File: config.mk
export PLATFORM = sky130hd
export DESIGN_NAME = mem_stage
export DESIGN_NICKNAME = d
export VERILOG_FILES = /design/src/rtl/mem_stage.sv
export SDC_FILE = /design/constraint.sdc
export NUM_CORES = 1
export LEC_CHECK = 0
export CORE_MARGIN = 4
export CORE_UTILIZATION = 43
export CTS_BUF_LIST = sky130_fd_sc_hd__clkbuf_8
export DETAILED_ROUTE_END_ITERATION = 10
export PLACE_DENSITY = 0.79
export SYNTH_ARGS = -nofsm -noshare
export SYNTH_HDL_FRONTEND = slang
export SYNTH_SLANG_ARGS = --single-unit
File: constraint.sdc
create_clock -name clk -period 6.9 [get_ports clk]
set_clock_uncertainty 0.2 [all_clocks]
set_input_delay 1.38 -clock clk [delete_from_list [all_inputs] [get_ports clk]]
set_output_delay 1.38 -clock clk [all_outputs]
set_load 0.1 [all_outputs]
File: src/rtl/mem_stage.sv
`default_nettype none
// ============================================================================
// Module   : mem_stage
// Brief    : MEM pipeline stage. Waits for data-SRAM responses, aligns loads,
//            drops stale responses after flush. Optional MS_PERF_CNT_EN.
// Revision : 1.0
// ============================================================================
module mem_stage #(
    parameter int ES_TO_MS_BUS_WD = 156,
    parameter int MS_TO_WS_BUS_WD = 112
) (
    input  logic                       clk,
    input  logic                       reset,
    input  logic                       ws_allowin,
    output logic                       ms_allowin,
    input  logic                       es_to_ms_valid,
    input  logic [ES_TO_MS_BUS_WD-1:0] es_to_ms_bus,
    output logic                       ms_to_ws_valid,
    output logic [MS_TO_WS_BUS_WD-1:0] ms_to_ws_bus,
    output logic [41:0]                ms_fwd,
    output logic [6:0]                 ms_exc,
    input  logic                       flush,
    input  logic                       data_sram_data_ok,
    input  logic [31:0]                data_sram_rdata
`ifdef MS_PERF_CNT_EN
    ,
    output logic [31:0]                ms_stall_cnt
`endif
);

    localparam logic [6:0] C_OP_WORD  = 7'd0;
    localparam logic [6:0] C_OP_BYTE  = 7'd1;
    localparam logic [6:0] C_OP_BYTEU = 7'd2;
    localparam logic [6:0] C_OP_HALF  = 7'd3;
    localparam logic [6:0] C_OP_HALFU = 7'd4;
    localparam logic [6:0] C_OP_LEFT  = 7'd5;
    localparam logic [6:0] C_OP_RIGHT = 7'd6;

    logic                       ms_valid_q,    ms_valid_d;
    logic                       wait_data_q,   wait_data_d;
    logic                       rbuf_valid_q,  rbuf_valid_d;
    logic [31:0]                rbuf_q,        rbuf_d;
    logic [1:0]                 discard_cnt_q, discard_cnt_d;
    logic [ES_TO_MS_BUS_WD-1:0] bus_q,         bus_d;

    logic [31:0] w_rt_value;
    logic        w_req_new;
    logic [6:0]  w_exc;
    logic [1:0]  w_addr_low2;
    logic [6:0]  w_memop;
    logic [31:0] w_badvaddr;
    logic        w_res_from_mem;
    logic [3:0]  w_gr_we_raw;
    logic [4:0]  w_dest;
    logic [31:0] w_alu_result;
    logic [31:0] w_pc;
    logic        unused_reserved;

    logic        w_ready_go;
    logic        w_discarding;
    logic        w_load;
    logic [7:0]  w_byte;
    logic [15:0] w_half;
    logic [31:0] w_load_data;
    logic [31:0] w_final_result;
    logic [3:0]  w_gr_we;
    logic        w_load_pending;

    assign w_rt_value      = bus_q[155:124];
    assign unused_reserved = bus_q[123];
    assign w_req_new       = es_to_ms_bus[122];
    assign w_exc           = bus_q[121:115];
    assign w_addr_low2     = bus_q[114:113];
    assign w_memop         = bus_q[112:106];
    assign w_badvaddr      = bus_q[105:74];
    assign w_res_from_mem  = bus_q[73];
    assign w_gr_we_raw     = bus_q[72:69];
    assign w_dest          = bus_q[68:64];
    assign w_alu_result    = bus_q[63:32];
    assign w_pc            = bus_q[31:0];

    // Handshake
    assign w_ready_go     = !wait_data_q;
    assign w_discarding   = (discard_cnt_q != 2'd0);
    assign ms_allowin     = (!ms_valid_q || (w_ready_go && ws_allowin)) && !w_discarding;
    assign ms_to_ws_valid = ms_valid_q && w_ready_go && !flush;
    assign w_load         = es_to_ms_valid && ms_allowin && !flush;

    // Next-state for the stage registers
    always_comb begin
        ms_valid_d    = ms_valid_q;
        wait_data_d   = wait_data_q;
        rbuf_valid_d  = rbuf_valid_q;
        rbuf_d        = rbuf_q;
        discard_cnt_d = discard_cnt_q;
        bus_d         = bus_q;

        if (flush) begin
            ms_valid_d  = 1'b0;
            wait_data_d = 1'b0;
            if (data_sram_data_ok && w_discarding) begin
                discard_cnt_d = discard_cnt_q - 2'd1;
            end else if (wait_data_q && !data_sram_data_ok && discard_cnt_q != 2'd3) begin
                // The flushed request still owes a response; it must be swallowed later.
                discard_cnt_d = discard_cnt_q + 2'd1;
            end
        end else begin
            if (data_sram_data_ok && w_discarding) begin
                discard_cnt_d = discard_cnt_q - 2'd1;
            end

            if (w_load) begin
                bus_d        = es_to_ms_bus;
                ms_valid_d   = 1'b1;
                wait_data_d  = w_req_new;
                rbuf_valid_d = 1'b0;
                if (w_req_new && data_sram_data_ok && !w_discarding && !wait_data_q) begin
                    wait_data_d  = 1'b0;
                    rbuf_d       = data_sram_rdata;
                    rbuf_valid_d = 1'b1;
                end
            end else if (wait_data_q && data_sram_data_ok && !w_discarding) begin
                wait_data_d  = 1'b0;
                rbuf_d       = data_sram_rdata;
                rbuf_valid_d = 1'b1;
            end else if (ms_to_ws_valid && ws_allowin) begin
                ms_valid_d = 1'b0;
            end
        end
    end

    always_ff @(posedge clk or posedge reset) begin
        if (reset) begin
            ms_valid_q    <= 1'b0;
            wait_data_q   <= 1'b0;
            rbuf_valid_q  <= 1'b0;
            rbuf_q        <= 32'd0;
            discard_cnt_q <= 2'd0;
            bus_q         <= '0;
        end else begin
            ms_valid_q    <= ms_valid_d;
            wait_data_q   <= wait_data_d;
            rbuf_valid_q  <= rbuf_valid_d;
            rbuf_q        <= rbuf_d;
            discard_cnt_q <= discard_cnt_d;
            bus_q         <= bus_d;
        end
    end

    // Load alignment
    assign w_byte = rbuf_q[{w_addr_low2, 3'b000} +: 8];
    assign w_half = rbuf_q[{w_addr_low2[1], 4'b0000} +: 16];

    always_comb begin
        w_load_data = rbuf_q;
        case (w_memop)
            C_OP_WORD:  w_load_data = rbuf_q;
            C_OP_BYTE:  w_load_data = {{24{w_byte[7]}}, w_byte};
            C_OP_BYTEU: w_load_data = {24'd0, w_byte};
            C_OP_HALF:  w_load_data = {{16{w_half[15]}}, w_half};
            C_OP_HALFU: w_load_data = {16'd0, w_half};
            C_OP_LEFT: begin
                case (w_addr_low2)
                    2'd0:    w_load_data = {rbuf_q[7:0],  w_rt_value[23:0]};
                    2'd1:    w_load_data = {rbuf_q[15:0], w_rt_value[15:0]};
                    2'd2:    w_load_data = {rbuf_q[23:0], w_rt_value[7:0]};
                    default: w_load_data = rbuf_q;
                endcase
            end
            C_OP_RIGHT: begin
                case (w_addr_low2)
                    2'd0:    w_load_data = rbuf_q;
                    2'd1:    w_load_data = {w_rt_value[31:24], rbuf_q[31:8]};
                    2'd2:    w_load_data = {w_rt_value[31:16], rbuf_q[31:16]};
                    default: w_load_data = {w_rt_value[31:8],  rbuf_q[31:24]};
                endcase
            end
            default: w_load_data = rbuf_q;
        endcase
    end

    always_comb begin
        w_final_result = w_alu_result;
        w_gr_we        = w_gr_we_raw;
        if (w_exc != 7'd0) begin
            w_gr_we = 4'h0;
        end else if (w_res_from_mem) begin
            if (rbuf_valid_q) begin
                w_final_result = w_load_data;
            end
            if (w_memop == C_OP_LEFT || w_memop == C_OP_RIGHT) begin
                w_gr_we = 4'hf;
            end
        end
    end

    assign w_load_pending = ms_valid_q && w_res_from_mem && wait_data_q;

    assign ms_to_ws_bus = {w_exc, w_badvaddr, w_gr_we, w_dest, w_final_result, w_pc};
    assign ms_exc       = ms_valid_q ? w_exc : 7'd0;
    assign ms_fwd       = ms_valid_q ? {w_load_pending, w_gr_we, w_dest, w_final_result} : 42'd0;

`ifdef MS_PERF_CNT_EN
    logic [31:0] stall_cnt_q, stall_cnt_d;

    // Cycles spent waiting on the SRAM, including draining stale responses.
    always_comb begin
        stall_cnt_d = stall_cnt_q;
        if ((ms_valid_q && wait_data_q) || w_discarding) begin
            stall_cnt_d = stall_cnt_q + 32'd1;
        end
    end

    always_ff @(posedge clk or posedge reset) begin
        if (reset) begin
            stall_cnt_q <= 32'd0;
        end else begin
            stall_cnt_q <= stall_cnt_d;
        end
    end

    assign ms_stall_cnt = stall_cnt_q;
`endif

endmodule
`default_nettype wire

==> results of run 1 <==
==> per-layer routing <==
layer,global-route usage,routed length [um],up-vias
met4,0.0836,1190,6
met1,0.306,13700,4176
met5,0,30,-
met3,0.0774,2980,76
li1,-,-,3797
met2,0.421,17000,395
==> sequential cells by signal (all words and copies together), names as in the netlist <==
name and flops:
ms_valid_q 1, wait_data_q 1, rbuf_q 32, bus_q 154, rbuf_valid_q 1, discard_cnt_q 2
==> critical path, stage by stage (launching register included) <==
cell,delay [ps]
dfrtp_1,680
and4bb_2,490
nand2_1,540
a211o_1,410
and4_1,250
o31ai_1,340
clkdlybuf4s50_1,1200
==> cell usage after synthesis (2+ instances only) <==
master,instances
mux2_2,220
dfrtp_1,191
buf_4,77
nand2_1,58
mux2i_1,46
nor2_1,36
buf_2,32
a21oi_1,31
clkbuf_1,24
o31ai_1,16
o21a_1,15
and2_1,14
o221ai_1,14
nor3_1,13
o21ai_0,13
a32oi_1,12
o211ai_1,12
nand3_1,11
o22ai_1,10
o211a_1,8
o2bb2ai_1,7
and3_1,6
mux2_1,5
nand2b_1,5
and4_1,4
inv_1,4
or2_2,4
a211o_1,3
buf_1,3
buf_6,3
nor4_1,3
and4bb_2,2
ha_1,2
==> worst paths after layout <==
check                      startpoint         to  slack (ps)
max                        bus_q[107]  ms_fwd[9]         930
min                         bus_q[52]  bus_q[52]         320
min reg2reg                 bus_q[52]  bus_q[52]         320
max reg2reg                ms_valid_q  bus_q[27]        2850
min in group asynchronous       reset   bus_q[9]        1260
max in group asynchronous       reset  bus_q[15]        3780
==> metrics by stage <==
step	hold WS [ps]	area, sq um
2_1_floorplan	274	10600
3_3_place_gp	289	13900
3_5_place_dp	294	13900
4_1_cts	320	14300
5_1_grt	329	14300
6_report	317	14300
==> logic make-up (layout without fill, tap and decap cells) <==
| logic type | after synthesis | after routing | share of synthesized area |
|---|---|---|---|
| compound gates | 150 | 150 | 0.103 |
| mux | 271 | 271 | 0.281 |
| flops | 191 | 191 | 0.449 |
| simple gates | 168 | 168 | 0.0795 |
| other cells | 0 | 2 | 0 |
| buf+inv | 143 | 403 | 0.0835 |
| fa+ha+maj | 2 | 2 | 0.00235 |
| xor+xnor | 2 | 2 | 0.00165 |
==> layout make-up <==
class,count,area [sq um]
sequential,191,4780
multi-input combinational,593,5000
tap,324,405
timing repair buffer,367,3660
fill,1993,10000
inverter,4,22.5
clock buffer,17,234
antenna,2,5.00
clock inverter,15,189
==> results.md, run 1 <==
* Status: completed
* MaxCap Viol Count at 0
* CP Data Required Time at 5320 ps
* Final Setup Violations at 0
* Vias/cell at 5.58
* Clock Latency Late Sink at 470 ps
* Largest cells by area after synthesis: dfrtp_1 45%, mux2_2 23%, buf_4 5.4%
* Syn_area_per_cell at 11.5 sq um
* Postcts setup bufs at 0
* First-iteration detailed-routing DRC count at 646
* Detailed-route via count at 8,450
* Largest net degree at the start of global routing at 135
* WL/cell at 23.1 um
* Resize count post-CTS at 0
* Dpl cells at 1,479
* Worst Hold Class: flop to flop
* Seq cells post-synth at 191
* P&R area growth vs syn at 34.3%
* Vias in the first global route at 8,543
* Final Util at 0.588
* Final non-filler cell total at 1,513
* Worst Setup Path Type: flop to primary output
* Post-detail-place hpwl at 26,200 um
* Post-synth EDFFs at 0
* Minimum clock period after layout at 5970 ps
* DP Worst Slack at 1550 ps
* Synthesized net count at 1,123
* Period utilization at 0.866
* # DRC at 0
* Rows at 57
* Commonest non-fill, non-tap cell in the layout: clkdlybuf4s50_1
* Hold Crit Depth at 1
* CTS H-Tree Depth at 4
* Final TNS setup at 0 ps
* Critical Path AT at 4390 ps
* Layout cells sized above 1 at 0.238
* Gr usage total at 0.250
* RSZ-0062 raised after global routing: no
* Worst Setup Start Kind: flop
* Worst Reg-to-Reg Cells at 6
* First-pass GRT wire length at 51,500 um
* Effective utilization at floorplan at 0.438
* Cells after Synth at 927
* YS warnings at 0
* Clock transition at the registers of the reported paths at 110 ps
* Register area share after synthesis at 0.449
* Fin. Hold Viols at 0
* CTS tree: done
* Post-synth top area share at 0.449
* CTS sink cnt at 191
* Cell taking the most area after synthesis: dfrtp_1
* Setup WS post-layout at 926 ps
* Core Region at 0.0243 sq mm
* Final Max Slew Viols at 0
* CP Capture Type: primary output
* Fmax at 167 MHz
* IO Pins at 357
* Max FO, Critical Path at 20
* Antenna Violating Nets Remaining at 0
* Clock buffer depth at 2
* Synthesized area at 0.0106 sq mm
* Initial antenna violation count at 5
* Fraction of registers with async set/reset at 1.00
* Slew @ Worst Pin at 1110 ps
* # hold bufs at CTS at 0
* WL final at 35,000 um
* Post-synth top flop: dfrtp_1
* Die X at 165 um
* Nets@finish at 1,370
* RePlAce Congestion at 0.931
* Die footprint at 0.0273 sq mm
* CTS root buf: clkbuf_8
* CTS Buf Count at 17
* Die span in y at 165 um
* DR pass1 iterations at 5
* Grt total ovfl at 0
* Slew HR at 0.260
* Post-synth cell types at 56
* Most frequent cells in the layout: 355 x clkdlybuf4s50_1, 220 x mux2_2, 189 x dfrtp_1
* Buffers on Ports at 355
Power of run 1 is left out: the tool's default activity adds up to more than one toggle a clock period on the data nets, which glitch-free logic cannot reach.
==> inputs of run 2 (changes only) <==
--- a/config.mk
+++ b/config.mk
@@ -10,6 +10,7 @@
 export CTS_BUF_LIST = sky130_fd_sc_hd__clkbuf_8
 export DETAILED_ROUTE_END_ITERATION = 10
 export PLACE_DENSITY = 0.79
+export REMOVE_ABC_BUFFERS = 1
 export SYNTH_ARGS = -nofsm -noshare
 export SYNTH_HDL_FRONTEND = slang
 export SYNTH_SLANG_ARGS = --single-unit
==> results.md, run 2 (same netlist as run 1, synthesis figures left out) <==
* Minimum clock period after layout at 6040 ps
* MaxCap Viol Count at 0
* Period utilization at 0.875
* CP Capture Type: primary output
* Grt total ovfl at 0
* Fin Hold WS at 314 ps
* Detailed-route via count at 8,330
* Design area at 0.0143 sq mm
* RePlAce Congestion at 0.781
* WL final at 34,000 um
* Buffers and inverters on the worst path at 1
* Clock transition at the registers of the reported paths at 130 ps
* P&R area growth vs syn at 34.4%
* Status: completed
* WL/cell at 22.4 um
* First-iteration detailed-routing DRC count at 525
* Clock buffer depth at 2
* Largest regs: bus_q x154, rbuf_q x32, discard_cnt_q x2
* Slew @ Worst Pin at 1170 ps
* CTS sink cnt at 191
* Worst path cell trace: nor4_1, and4_1, o221ai_1, a21oi_1, clkdlybuf4s50_1
* Slew HR at 0.221
* Final Setup Violations at 0
* Commonest non-fill, non-tap cell in the layout: clkdlybuf4s50_1
* Critical Path AT at 4460 ps
* Nets@finish at 1,375
* Vias/cell at 5.49
* CP Data Required Time at 5320 ps
* Fillers at 2,062
* Final Max Slew Viols at 0
* Fmax at 166 MHz
* Setup WS post-layout at 863 ps
* Area after DPL at 0.0139 sq mm
* R2R Setup Slk at 3690 ps
* Antenna Violating Nets Remaining at 0
* Effective utilization at floorplan at 0.438
* Slowest CP cell: clkdlybuf4s50_1
* Layout cells sized above 1 at 0.250
* Worst Setup Start Kind: flop
* Vias in the first global route at 8,427
* Die footprint at 0.0273 sq mm
* DR pass1 iterations at 6
* # hold bufs at CTS at 0
* Fin. Hold Viols at 0
* CP max stage delay at 1170 ps
* Postcts setup bufs at 0
* Delay-heaviest family, CP: simple AND/OR/NAND/NOR gates
* CTS root buf: clkbuf_8
* # DRC at 0
* Gr usage total at 0.243
* Top reg by flops: bus_q
* Max FO, Critical Path at 22
* Buffers on Ports at 355
* Largest net degree at the start of global routing at 98
* Worst Setup Path Type: flop to primary output
* IO Pins at 357
* RSZ-0062 raised after global routing: no
* Die span in y at 165 um
* First-pass GRT wire length at 50,100 um
* Core Region at 0.0243 sq mm
* Max reg flops at 154
* Final TNS setup at 0 ps
* Resize count post-CTS at 0
* Most frequent cells in the layout: 345 x clkdlybuf4s50_1, 220 x mux2_2, 189 x dfrtp_1
* CTS Buf Count at 17
* Worst Hold Class: flop to flop
* Post-detail-place hpwl at 24,800 um
* CTS H-Tree Depth at 4
* CTS tree: done
* Initial antenna violation count at 2
* DP Worst Slack at 1380 ps
* Rows at 57
* Clock Latency Late Sink at 460 ps
* Die X at 165 um
run 2: cell types whose count changed in the layout (fill, tap and decap cells not counted):
cell / change
clkinv_4: -1
buf_12: -1
clkbuf_8: +1
clkdlybuf4s50_1: -10
clkinv_8: +1
buf_4: +16
inv_8: +1
inv_6: -2
run 2: layer usage:
metal | GRT usage | up-vias | share of wire
met1 | 0.291 | 4161 | 0.39
li1 | - | 3812 | -
met5 | 0 | - | 0.00038
met2 | 0.424 | 316 | 0.50
met3 | 0.0755 | 39 | 0.082
met4 | 0.0656 | 2 | 0.020
run 2: area by class of cell:
class	instances	area, sq um	share of cell area
Multi-Input combinational cell	593	5000	0.349
Sequential cell	191	4780	0.334
Timing Repair Buffer	372	3660	0.256
Tap cell	324	405	0.0283
Clock buffer	18	248	0.0173
Clock inverter	14	190	0.0133
Inverter	4	22.5	0.00157
Antenna cell	2	5.00	0.000350
run 2: metrics by stage:
stage	std cells	utilization
after floorplan	788	-
after global placement	1484	0.570
after CTS	1516	0.588
after global routing	1517	0.588
final	1518	0.588
after detailed placement	1484	0.570
run 2: worst paths after layout:
check	from	endpoint	cells past startpoint
hold / removal	bus_q[18]	bus_q[18]	1
hold reg to reg	bus_q[18]	bus_q[18]	1
setup reg to reg	ms_valid_q	rbuf_q[11]	7
min in group asynchronous	reset	bus_q[28]	2
setup / recovery	bus_q[119]	ms_fwd[27]	5
max in group asynchronous	reset	bus_q[152]	3
Power of run 2 is left out for the same reason.
